## config.mk

```make
export PLATFORM = sky130hd
export DESIGN_NAME = ripple_carry_adder
export DESIGN_NICKNAME = d
export VERILOG_FILES = /design/src/rtl/ripple_carry_adder.sv
export SDC_FILE = /design/constraint.sdc
export NUM_CORES = 1
export LEC_CHECK = 0
export ABC_AREA = 1
export BUFFER_PORTS_ARGS = -buffer_cell sky130_fd_sc_hd__buf_2
export CAP_MARGIN = 15
export CORE_AREA = 2 2 39 41
export DETAILED_ROUTE_END_ITERATION = 10
export DIE_AREA = 0 0 41 43
export GPL_ROUTABILITY_DRIVEN = 0
export PLACE_DENSITY = 0.64
export SETUP_SLACK_MARGIN = 0.02
export SLEW_MARGIN = 15
export SYNTH_ARGS = -nofsm -noshare
export SYNTH_HDL_FRONTEND = slang
export SYNTH_SLANG_ARGS = --single-unit
export TNS_END_PERCENT = 100
```

## constraint.sdc

```tcl
create_clock -name clk -period 0.9 [get_ports clk]
set_input_delay 0.135 -clock clk [delete_from_list [all_inputs] [get_ports clk]]
set_output_delay 0.135 -clock clk [all_outputs]
set_load 0.02 [all_outputs]
```

## src/rtl/ripple_carry_adder.sv

```systemverilog
// Unsigned ripple-carry adder: a chain of explicit full-adder cells feeding a
// single output register stage with valid, carry-out and signed-overflow flags.

module rca_fa_cell (
    input  logic a,
    input  logic b,
    input  logic ci,
    output logic s,
    output logic co
);
    logic p;

    assign p  = a ^ b;
    assign s  = p ^ ci;
    assign co = (a & b) | (ci & p);
endmodule

module ripple_carry_adder #(
    parameter int WIDTH = 4
) (
    input  logic             clk,
    input  logic             rst_n,
    input  logic [WIDTH-1:0] A,
    input  logic [WIDTH-1:0] B,
    input  logic             Cin,
    input  logic             in_valid,
    output logic [WIDTH-1:0] Sum,
    output logic             Cout,
    output logic             Ovf,
    output logic             out_valid
);
    // c[i] is the carry into bit i; c[WIDTH] is the carry out of the MSB
    logic [WIDTH:0]   c;
    logic [WIDTH-1:0] s;
    logic             ovf;

    assign c[0] = Cin;

    for (genvar i = 0; i < WIDTH; i++) begin : g_cell
        rca_fa_cell u_fa (
            .a  (A[i]),
            .b  (B[i]),
            .ci (c[i]),
            .s  (s[i]),
            .co (c[i+1])
        );
    end

    // With WIDTH=1 the carry into the MSB is Cin itself
    assign ovf = c[WIDTH] ^ c[WIDTH-1];

    // Result registers only load on a valid op, so idle/X inputs never leak out
    always_ff @(posedge clk or negedge rst_n) begin
        if (!rst_n) begin
            Sum       <= '0;
            Cout      <= 1'b0;
            Ovf       <= 1'b0;
            out_valid <= 1'b0;
        end else begin
            out_valid <= in_valid;
            if (in_valid) begin
                Sum  <= s;
                Cout <= c[WIDTH];
                Ovf  <= ovf;
            end
        end
    end
endmodule

```

# After elaboration in Yosys (flattened, before gate mapping)
# Cells that the tools add are included.
# totals
out_inout_bits,7
elab_cells,25
reg_bits,7
inputBits,12
# op_classes
bitwise_logic,21
# op_table
op,count
$xor 1x1->1,9
$and 1x1->1,8
$or 1x1->1,4

# Logic depth before layout (Yosys ltp)
# logic_depth
depth_word,10
depth_mapped,11
ltp_nobuf,11

# Hierarchy
# From an unflattened synthesis, not the netlist that was laid out.
# hier_totals
cells_unflattened,33
area_unflattened_um2,344.1
# modules_own_cells
module,instances,cells_each,seq_area_each_um2,area_per_inst_um2
ripple_carry_adder,1,29,175.2,264.0
rca_fa_cell,4,1,0.0,20.0

# Least setup slack after synthesis
# OpenSTA, ideal clock, no wires.
# synth_timing
kind,input port to flip-flop
startpoint,input port A[0]
endpoint,register Sum[3]
n_path_buf,0
setup_time_ns,0.076
required_ns,0.824
stages,8
slack_ns,-0.934
arrival_ns,1.758
path_cell_list,fa_1 -> inv_1 -> fa_1 -> inv_1 -> fa_1 -> inv_1 -> fa_1 -> o21ai_1
# synth_via
elab_chain_cells,8
elab_cells_between_ends,9
cone_classes,9 x bitwise
# synth_rtl
element,line,source
"start, declared",23,"input logic [WIDTH-1:0] A,"
$xor 1x1->1,13,assign p = a ^ b;
$and 1x1->1,15,assign co = (a & b) | (ci & p);
$or 1x1->1 (*),15,
$and 1x1->1 (*),15,
$or 1x1->1 (*),15,
$and 1x1->1 (*),15,
$or 1x1->1 (*),15,
$xor 1x1->1 (*),14,assign s = p ^ ci;
"end signal, assigned",62,Sum <= s;
"end, declared",27,"output logic [WIDTH-1:0] Sum,"
# Mark *: on every way between the ends. The rest lies on a longest branch, timed or not.
# A chain may end at the register's enable or synchronous reset.

# Worst setup path after layout
# Ends and elaborated chain as after synthesis.

==> results by group <==
Worst setup path
  • Setup crit end kind: register
  • Max stage delay on crit path: 0.44 ns
  • Max stage delay cell, worst path: fa_2
  • Worst r2r dst: Ovf
  • Startpoint Class: input pin
  • Worst path required time: 1.07 ns
  • RR Startpoint: Ovf
  • Worst path cell trace: buf_6, fa_2, inv_2, fa_2, inv_2, fa_2, inv_2, fa_2, o21ai_2
  • Max FO, Critical Path: 2
  • Critical path buffers and inverters: 4
  • Setup CP Type: input pin to register
  • R2r worst-path depth: 4
  • Cell family with most CP delay: adder cells
  • CP most frequent cell: fa_2
  • Crit path from: A[0]
  • Reg2Reg Setup Slack: 0.05 ns
  • CP arrival: 1.86 ns

Global route
  • First-pass GRT wire length: 1260 um
  • Total congestion overflow: 0
  • Largest net degree at the start of global routing: 10
  • Initial antenna violation count: 0
  • GRT Total Usage: 0.103
  • Vias in the first global route: 348

Final layout
  • # diodes: 0
  • Fin area: 674 um^2
  • Most frequent cells in the layout: 12 x nand2_1, 12 x buf_6, 10 x buf_2, 7 x dfrtp_1, 6 x buf_4
  • Share of cells above drive strength 1: 0.643
  • Area Overhead vs Synth: 86.5%
  • Fill cells: 119
  • Nets: 87

Drt
  • DR iter-0 viols: 9
  • Drt total wl: 753 um
  • Via count: 344
  • DR WL/cell: 8.76 um
  • First-pass DRT Iterations: 4
  • # DRC: 0
  • Vias/cell: 4.00
  • Post-route ant nets: 0

Clock network
  • CTS buffer count: 3
  • Clock Latency Late Sink: 0.24 ns
  • Clk slew on worst S/H paths: 0.05 ns
  • CTS max path bufs: 2
  • CTS sink cnt: 7
  • CTS tree: yes
  • H-tree depth: 1
  • Clock root cell: clkbuf_4

Run status
  • Status: finished with violations
  • Violated checks: negative setup slack

Place
  • PortBufs: 18
  • Dpl hpwl: 573 um
  • Area after DPL: 489 um^2

STA
  • Slew Limit Fails: 0
  • Hold Fails Final Rpt: 0
  • Max Fclk: 593 MHz
  • Slew @ Worst Pin: 0.169 ns
  • Setup violators final: 6
  • Layout Skew: 0 ns
  • Max_slew headroom: 0.887
  • Setup WS post-layout: -0.787 ns
  • Minimum clock period: 1.69 ns
  • RSZ-0062 raised after global routing: yes
  • WHS: 0.0725 ns
  • Final period util: 1.87

Logic synthesis
  • Cell count after synthesis: 37
  • Post-Synth XOR/XNOR Area: 0
  • Post-synthesis simple-gate area fraction: 0.149
  • Synth unique cells: 8
  • Compound-Gate Fraction of Synth Area: 0.0519
  • Ys Warns: 0
  • Post-synthesis mux area share: 0
  • Syn avg cell area: 9.77 um^2
  • Syn nets: 53
  • Sequential share of the synthesized area: 0.484
  • Main combinational cell family by area after synthesis: adder cells
  • Synth Area in Adders: 0.221
  • #FFs+latches synth: 7
  • Synthesized area: 362 um^2

Die
  • Chip Width: 41 um
  • Die area: 0.00176 mm^2
  • Initial Util: 0.261
  • Site Rows: 14
  • Ports: 19
  • Die height: 43 um
  • Placeable Area: 0.00138 mm^2

Pwr
  • Worst vdd ir: 0.450 mV
  • Tot Pwr: 1.10 mW
  • Leak: 0.364 nW
  • Pwr per Cell Area: 1630 mW/mm^2

Run
  • Max Cap Violations: 0

Worst hold path
  • Worst Hold Endpoint: out_valid
  • Hold path start: in_valid
  • WHS Path Cells: 1
  • Worst hold path type: input pin to register
per-layer routing:
metal,wire (um),global-route usage,vias to the layer above
li1,-,-,172
met1,312,0.120,160
met2,401,0.175,10
met3,26,0,2
met4,14,0.0600,0
met5,0,0,-
where the power goes:
part           internal [mW]  switching (mW)  total, mW
clock                  0.162           0.114      0.276
combinational          0.243           0.187      0.430
sequential             0.361          0.0296      0.390
total                  0.766           0.330       1.10
state kept, by name, indices dropped and copies added, names as in the netlist:
| name | flops |
|---|---|
| out_valid | 1 |
| Cout | 1 |
| Sum | 4 |
| Ovf | 1 |
timing repair:
item                       in CTS  in global routing
buffers inserted                9                  3
hold endpoints to repair        7                  0
hold buffers                    1                  0
pin swaps                       1                  1
setup endpoints to repair      12                 12
gates resized for setup        19                  5
synthesized netlist by cell type:
library cell / n / share of area
nand2_1: 13 / 0.13
inv_1: 8 / 0.083
dfrtp_1: 7 / 0.48
fa_1: 4 / 0.22
o21ai_1: 2 / 0.028
inv_2: 1 / 0.010
nand3_1: 1 / 0.014
o21ai_2: 1 / 0.024
how the worst max path moves through the flow:
stage / endpoint / slack [ns] / cells past startpoint
finish: Sum[3] / -0.79 / 9
CTS: Sum[3] / -0.78 / 9
global placement: Sum[3] / -1.02 / 9
detailed placement: Sum[3] / -1.06 / 9
global route: Sum[3] / -0.84 / 9
floorplan: Sum[3] / -0.86 / 8
cell families (layout without fill, tap and decap cells):
kind of cell	Yosys count	after routing
simple gates	14	14
flops	7	7
compound gates	3	3
buf+inv	9	42
fa+ha+maj	4	4
area by class of cell:
type	count	area (um^2)	share of cell area
Clock buffer	3	22.5	0.0334
Clock inverter	1	5.00	0.00742
Inverter	9	33.8	0.0501
Multi-Input combinational cell	21	178	0.263
Sequential cell	7	175	0.260
Tap cell	16	20.0	0.0297
Timing Repair Buffer	29	240	0.356
stage by stage:
step	utilization	TNS (ns)	setup WS (ns)	instances
2_1_floorplan	-	-2.98	-0.859	37
3_3_place_gp	0.354	-3.90	-1.02	72
3_5_place_dp	0.354	-4.04	-1.06	72
4_1_cts	0.466	-2.70	-0.783	84
5_1_grt	0.487	-3.10	-0.840	86
6_report	0.487	-2.70	-0.787	86
Power figures use the tool's default switching activity.
